==> src/rtl/help_pkg.sv <==
// Shared constants and state encoding for the help overlay renderer.
// Image geometry, colour key and reveal FSM states.
package help_pkg;

    localparam int IMG_W = 280;
    localparam int IMG_H = 200;
    localparam int X0    = 180;
    localparam int Y0    = 140;
    localparam int REV_W = 8;

    localparam logic [11:0] KEY_CLR = 12'h0F0;

    typedef enum logic [1:0] {
        ST_HIDDEN  = 2'd0,
        ST_OPENING = 2'd1,
        ST_SHOWN   = 2'd2,
        ST_CLOSING = 2'd3
    } help_state_e;

endpackage

==> src/rtl/help_reveal_fsm.sv <==
// Help overlay reveal controller: open/close state and the number
// of image rows currently revealed, stepped once per frame.
module help_reveal_fsm
    import help_pkg::*;
#(
    parameter int STEP = 8
) (
    input  logic             clk,
    input  logic             rst,
    input  logic             frame_tick_i,
    input  logic             help_toggle_i,
    output logic [REV_W-1:0] reveal_o,
    output logic             help_active_o
);

    localparam logic [REV_W:0] STEP_W = (REV_W+1)'(STEP);
    localparam logic [REV_W:0] H_W    = (REV_W+1)'(IMG_H);

    help_state_e      state_q, state_d;
    logic [REV_W-1:0] reveal_q, reveal_d;
    logic             active_q, active_d;
    logic [REV_W:0]   sum;

    always_ff @(posedge clk) begin
        if (rst) begin
            state_q  <= ST_HIDDEN;
            reveal_q <= '0;
            active_q <= 1'b0;
        end else begin
            state_q  <= state_d;
            reveal_q <= reveal_d;
            active_q <= active_d;
        end
    end

    always_comb begin
        state_d  = state_q;
        reveal_d = reveal_q;
        sum      = {1'b0, reveal_q} + STEP_W;
        // A toggle wins over a coincident tick; reveal holds that cycle.
        if (help_toggle_i) begin
            unique case (state_q)
                ST_HIDDEN:  state_d = ST_OPENING;
                ST_OPENING: state_d = ST_CLOSING;
                ST_SHOWN:   state_d = ST_CLOSING;
                ST_CLOSING: state_d = ST_OPENING;
                default:    state_d = ST_HIDDEN;
            endcase
        end else if (frame_tick_i) begin
            if (state_q == ST_OPENING) begin
                if (sum >= H_W) begin
                    reveal_d = REV_W'(IMG_H);
                    state_d  = ST_SHOWN;
                end else begin
                    reveal_d = sum[REV_W-1:0];
                end
            end else if (state_q == ST_CLOSING) begin
                if ({1'b0, reveal_q} <= STEP_W) begin
                    reveal_d = '0;
                    state_d  = ST_HIDDEN;
                end else begin
                    reveal_d = reveal_q - STEP_W[REV_W-1:0];
                end
            end
        end
    end

    always_comb begin
        active_d = (state_d != ST_HIDDEN);
    end

    assign reveal_o      = reveal_q;
    assign help_active_o = active_q;

endmodule

==> src/rtl/help_overlay_render.sv <==
// Help picture overlay: window test, ROM addressing, 3-stage aligned
// pipeline and colour-keyed composite over the game background.
module help_overlay_render
    import help_pkg::*;
#(
    parameter int STEP = 8
) (
    input  logic        clk,
    input  logic        rst,
    input  logic [9:0]  col,
    input  logic [8:0]  row,
    input  logic        video_on,
    input  logic        frame_tick,
    input  logic        help_toggle,
    input  logic [11:0] bg_clr,
    output logic [9:0]  img_x,
    output logic [8:0]  img_y,
    input  logic [11:0] img_clr,
    output logic [11:0] vga_rgb,
    output logic        help_active
);

    logic [REV_W-1:0] reveal;

    help_reveal_fsm #(.STEP(STEP)) u_fsm (
        .clk           (clk),
        .rst           (rst),
        .frame_tick_i  (frame_tick),
        .help_toggle_i (help_toggle),
        .reveal_o      (reveal),
        .help_active_o (help_active)
    );

    logic [10:0] col_w, row_w, rev_w;
    logic        in_win;

    // Widened compares so X0+IMG_W cannot wrap.
    assign col_w  = {1'b0, col};
    assign row_w  = {2'b0, row};
    assign rev_w  = {{(11-REV_W){1'b0}}, reveal};
    assign in_win = video_on
                  && (col_w >= 11'(X0))
                  && (col_w < 11'(X0 + IMG_W))
                  && (row_w >= 11'(Y0))
                  && (row_w < 11'(Y0) + rev_w);

    logic [9:0]  img_x_q, img_x_d;
    logic [8:0]  img_y_q, img_y_d;
    logic        win_d1_q, vid_d1_q, win_d2_q, vid_d2_q;
    logic [11:0] bg_d1_q, bg_d2_q;
    logic [11:0] rgb_q, rgb_d;

    always_comb begin
        img_x_d = img_x_q;
        img_y_d = img_y_q;
        if (in_win) begin
            img_x_d = col - 10'(X0);
            img_y_d = row - 9'(Y0);
        end
    end

    always_comb begin
        rgb_d = bg_d2_q;
        if (!vid_d2_q) begin
            rgb_d = '0;
        end else if (win_d2_q && (img_clr != KEY_CLR)) begin
            rgb_d = img_clr;
        end
    end

    always_ff @(posedge clk) begin
        if (rst) begin
            img_x_q  <= '0;
            img_y_q  <= '0;
            win_d1_q <= 1'b0;
            vid_d1_q <= 1'b0;
            bg_d1_q  <= '0;
            win_d2_q <= 1'b0;
            vid_d2_q <= 1'b0;
            bg_d2_q  <= '0;
            rgb_q    <= '0;
        end else begin
            img_x_q  <= img_x_d;
            img_y_q  <= img_y_d;
            win_d1_q <= in_win;
            vid_d1_q <= video_on;
            bg_d1_q  <= bg_clr;
            win_d2_q <= win_d1_q;
            vid_d2_q <= vid_d1_q;
            bg_d2_q  <= bg_d1_q;
            rgb_q    <= rgb_d;
        end
    end

    assign img_x   = img_x_q;
    assign img_y   = img_y_q;
    assign vga_rgb = rgb_q;

endmodule

==> config.mk <==
export PLATFORM = sky130hd
export DESIGN_NAME = help_overlay_render
export DESIGN_NICKNAME = d
export VERILOG_FILES = /design/src/rtl/help_pkg.sv /design/src/rtl/help_reveal_fsm.sv /design/src/rtl/help_overlay_render.sv
export SDC_FILE = /design/constraint.sdc
export NUM_CORES = 1
export LEC_CHECK = 0
export ABC_AREA = 1
export BUFFER_PORTS_ARGS = -buffer_cell sky130_fd_sc_hd__buf_2
export CAP_MARGIN = 20
export CELL_PAD_IN_SITES_DETAIL_PLACEMENT = 0
export CELL_PAD_IN_SITES_GLOBAL_PLACEMENT = 1
export CORE_MARGIN = 1.5
export CORE_UTILIZATION = 37
export CTS_BUF_LIST = sky130_fd_sc_hd__clkbuf_16
export CTS_CLUSTER_DIAMETER = 120
export DETAILED_ROUTE_END_ITERATION = 7
export HOLD_SLACK_MARGIN = 0.05
export PLACE_DENSITY_LB_ADDON = 0.05
export SLEW_MARGIN = 10
export SYNTH_ARGS = -nofsm -noshare
export SYNTH_HDL_FRONTEND = slang
export SYNTH_SLANG_ARGS = --single-unit
==> constraint.sdc <==
create_clock -name clk -period 2.96 [get_ports clk]
set_clock_uncertainty 0.1 [all_clocks]
set_input_delay 0.148 -clock clk [delete_from_list [all_inputs] [get_ports clk]]
set_output_delay 0.148 -clock clk [all_outputs]
set_load 0.005 [all_outputs]
# Word-level counts from Yosys, hierarchy flattened
# Cells that the tools add are included.
dict set report classes {
  n_eq_ne 4
  mux 12
  n_addsub 5
  n_bitwise 2
  n_reduce_logical 12
  magnitude_cmp 6
}
# cell n
set ops {}
lappend ops {{$mux 8} 4}
lappend ops {{$ge 9x8->1 const B} 2}
lappend ops {{$mux 12} 1}
lappend ops {{$mux 2} 6}
lappend ops {{$ne 12x8->1 const B} 1}
lappend ops {{$ge 10x8->1 const B} 1}
lappend ops {{$lt 10x9->1 const B} 1}
lappend ops {{$sub 10x8->10 const B} 1}
lappend ops {{$add 8x4->9 const B} 1}
lappend ops {{$add 8x8->9 const A} 1}
lappend ops {{$lt 9x9->1} 1}
lappend ops {{$sub 9x8->9 const B} 1}
lappend ops {{$le 8x4->1 const B} 1}
lappend ops {{$sub 8x4->8 const B} 1}
lappend ops {{$reduce_or 2->1} 3}
lappend ops {{$logic_and 1x1->1} 5}
lappend ops {{$eq 2x2->1 const B} 2}
lappend ops {{$pmux 2 s2} 1}
lappend ops {{$reduce_bool 2->1} 2}
lappend ops {{$reduce_and 3->1} 1}
lappend ops {{$eq 2x1->1 const B} 1}
lappend ops {{$logic_not 2->1} 1}
lappend ops {{$not 1->1} 2}
dict set report word_totals {
  in_bits 48
  wordCells 53
  output_inout_bits 32
  register_bits 70
}

# Longest topological paths before layout
dict set report depth {
  word_depth 7
  depth_mapped 14
  depth_no_buf 13
}

# Hierarchy
# Synthesis repeated with hierarchy kept, for this count alone.
dict set report hier_totals {
  cells_unflattened 532
  area_unflattened_um2 3553.4
}
# mod seq_area_each_um2 n_inst area_each_um2 cells_each
set modules_own_cells {}
lappend modules_own_cells {help_overlay_render 1181.1 1 2855.2 422}
lappend modules_own_cells {help_reveal_fsm 160.2 1 698.2 110}

# Worst setup path after synthesis
# OpenSTA, ideal clock, no wires.
dict set report synth_path {
  path_kind {register to register}
  start {register u_fsm.reveal_q[3], in the netlist u_fsm.reveal_o[3]}
  end {register img_x_q[7], in the netlist img_x[7]}
  period_less_slack_ns 2.218
  stages_incl_launch_ff 15
  arrival_ns 2.005
  setup_time_ns 0.113
  required_ns 2.747
  path_buffers 1
  slack_ns 0.742
  cell_sequence {dfxtp_1 > ha_1 > nand3_1 > xor2_1 > inv_1 > ha_1 > nand2_1 > nor2_1 > nand4_1 > nand3_2 > nor2_4 > buf_6 > nand2_1 > nand2_1 > nor2_1}
}
dict set report synth_via {
  elab_chain_cells 3
}
# item line
set synth_rtl {}
lappend synth_rtl {{from (decl)} help_reveal_fsm.sv:20} ;# logic [REV_W-1:0] reveal_q, reveal_d;
lappend synth_rtl {{from (signal assigned)} help_reveal_fsm.sv:31} ;# reveal_q <= reveal_d;
lappend synth_rtl {{$add 8x8->9} help_overlay_render.sv:45} ;# && (row_w < 11'(Y0) + rev_w);
lappend synth_rtl {{$lt 9x9->1} help_overlay_render.sv:45}
lappend synth_rtl {{$logic_and 1x1->1} help_overlay_render.sv:45}
lappend synth_rtl {{to (signal assigned)} help_overlay_render.sv:83} ;# img_x_q <= img_x_d;
lappend synth_rtl {{to (decl)} help_overlay_render.sv:47} ;# logic [9:0] img_x_q, img_x_d;
# No other way between the ends.
# A chain may end at the register's enable or synchronous reset.

# Worst setup path in the final report
dict set report layout_path {
  start {register u_fsm.reveal_q[3], in the netlist u_fsm.reveal_o[3]}
  end {register img_x_q[4], in the netlist img_x[4]}
}
# The elaborated chain is that of the path after synthesis.

==> results.toml <==
[synthesis]
synth_area_um2 = 3120
yosysTopAreaCell = "dfxtp_1"
synth_fp_nets = 499
ys_top_cells_by_area = "dfxtp_1 (43%), nor2_1 (11%), nand2_1 (11%), inv_1 (7.9%), ha_1 (6.4%)"
synthTopCellsByCount = "nor2_1 (92), nand2_1 (88), dfxtp_1 (67)"
ys_seq_area_share_pct = 43.0
synth_edf_count = 0
synth_top_area_share_pct = 43.0
synth_ff_type = "dfxtp_1"
synthCells = 435
synth_cell_type_count = 30
yosysWarnings = 0
avgSynthCellArea_um2 = 7.16
ys_ff_latch = 67
async_flop_share_pct = 0
yosysMostFrequentCell = "nor2_1"

[clock_network]
insertion_delay_ps = 320
numCtsBuffers = 9
clockRootBuffer = "clkbuf_16"
cts.path.max_buffers = 2
cts_tree = "done"
cts_setup_buffers = 0
clk_pin_slew_ps = 60
cts.sinks = 67
cts_max_level = 3

[sta]
hold_ws_ps = 64.3
post-route-period-util_pct = 86.8
fmax_mhz = 389
slew_viol_final = 0
finalHoldViolCount = 0
finalCriticalPeriod_ps = 2570
rsz0062_at_grt = "false"
setup_viol = 0
relSlewSlack_pct = 74.1
setup_slack_ps = 392
tightest_slew_ps = 388
final.setup.tns_ps = 0

[die]
core_um2 = 8180
rows = 33
start_util_pct = 38.1
die_h_um = 94.8
die_x_um = 94.8
dieArea_um2 = 8980
ios = 80

[drt]
ant_nets = 0
drc = 0
dr.pass1.iters = 4
via_per_inst = 4.34
finalWirelength_mm = 6.95
drt_iter0_markers = 72
wl_per_cell_um = 10.6
routed-via-count = 2844

[cells_and_area]
final_util_pct = 51.1
area_growth_pct = 34.0
final_area_um2 = 4180
n_antenna_cell = 0
fin_nets = 610
drive_gt1_share_pct = 19.8
fin_cells = 656

[worst_hold_path]
worstHoldPathType = "input pin to flop"

[grt]
grt_pass1_vias = 2646
grt_pass1_wl_mm = 11.7
antenna_found_initial = 0
grt_use_total_pct = 16.7
grt_max_degree = 33
gr-total-overflow = 0

[power]
ir_worst_vdd_v = 0.000337
p_total_mw = 2.21
powerDensity_nw_per_um2 = 529
leakage_nw = 2.12

[placement]
numPortBuffers = 79
dpl-instance-area_um2 = 3600
pre_cts_ws_ps = 395
dp.cells = 610
place_congestion = 0.839
hpwl_mm = 5.02

[worst_setup_path]
regToRegStartpoint = "u_fsm.reveal_o[3]"
worst-path-max-fanout = 32
crit_path_end_kind = "flop"
crit_end = "img_x[4]"
critPathKind = "flop to flop"
arrival_ps = 2680
r2r_slack_ps = 390
cp-startpoint = "u_fsm.reveal_o[3]"
crit_path_start_kind = "flop"
r2r_cells = 14
cp.required_ps = 3070
r2r_end = "img_x[4]"

[status]
run_status = "finished, final reports clean"

[job]
max_cap_viol_count = 0
## flip-flops by register name, indices dropped and copies added (netlist names)
| name | flops |
|---|---|
| bg_d1_q | 12 |
| bg_d2_q | 12 |
| img_x | 10 |
| img_y | 9 |
| u_fsm.help_active_o | 1 |
| u_fsm.reveal_o | 5 |
| u_fsm.state_q | 2 |
| vga_rgb | 12 |
| vid_d1_q | 1 |
| vid_d2_q | 1 |
| win_d1_q | 1 |
| win_d2_q | 1 |
## worst max-delay path, cell delays in order, from the launching register on
cell     delay (ps)
dfxtp_1         470
ha_1            230
nand3_1         100
xor2_1          190
inv_1            80
ha_1            270
nand2_1          90
nor2_1           60
nand4_1          80
nand3_2         140
nor2_4          120
buf_4           310
nand2_1         100
nand2_1          70
nor2_1           40
## placed cells by master, fill, tap and decap left out, drive strengths merged, types with 3 or more instances in the layout
master	instances
o21ai	19
nand3b	3
o21bai	3
nor2	95
inv	71
nand4	4
xnor2	4
nand2	89
o211ai	3
clkbuf	9
buf	82
ha	16
a21oi	14
dfxtp	67
xor2	11
dlygate4sd3	30
clkinv	6
nand3	17
## where the power goes
part	leakage [nW]	switching (mW)	internal, mW
clock	0.130	0.399	0.570
sequential	0.548	0.0178	0.940
combinational	1.44	0.153	0.129
total	2.12	0.570	1.64
## how the worst min path moves through the flow
stage / depth (start not counted) / startpoint / to / slack, ps
2_1_floorplan: 2 / bg_clr[0] / bg_d1_q[0] / 150
3_3_place_gp: 3 / bg_clr[2] / bg_d1_q[2] / 250
3_5_place_dp: 3 / bg_clr[8] / bg_d1_q[8] / 260
4_1_cts: 3 / help_toggle / u_fsm.state_q[0] / 60
5_1_grt: 4 / col[8] / img_x[8] / 110
6_report: 3 / help_toggle / u_fsm.state_q[0] / 60
## routing by layer
metal / wire (µm) / vias up / global-route usage, %
li1: - / 1546 / -
met1: 3450 / 1227 / 20.6
met2: 3090 / 65 / 28.4
met3: 332 / 6 / 4.51
met4: 75 / 0 / 4.85
met5: 0 / - / 0
## kinds of logic (layout without fill, tap and decap cells)
kind of cell | after synthesis | after routing | share of synthesized area [%]
fa+ha+maj | 16 | 16 | 6.42
flops | 67 | 67 | 43.0
buf+inv | 84 | 200 | 10.9
xor+xnor | 15 | 15 | 4.21
compound gates | 42 | 42 | 7.39
simple gates | 211 | 211 | 28.0
## final cells by class
class                           instances  area [µm²]
Inverter                               72         270
Fill cell                             839        4000
Clock buffer                            9         225
Sequential cell                        67        1340
Clock inverter                          7        53.8
Multi-Input combinational cell        284        1440
Tap cell                              105         131
Timing Repair Buffer                  112         718
## repair_timing
item	in CTS	in global routing
gates resized for setup	0	0
hold buffers	30	0
hold endpoints to repair	30	0
Power figures use the tool's default switching activity.
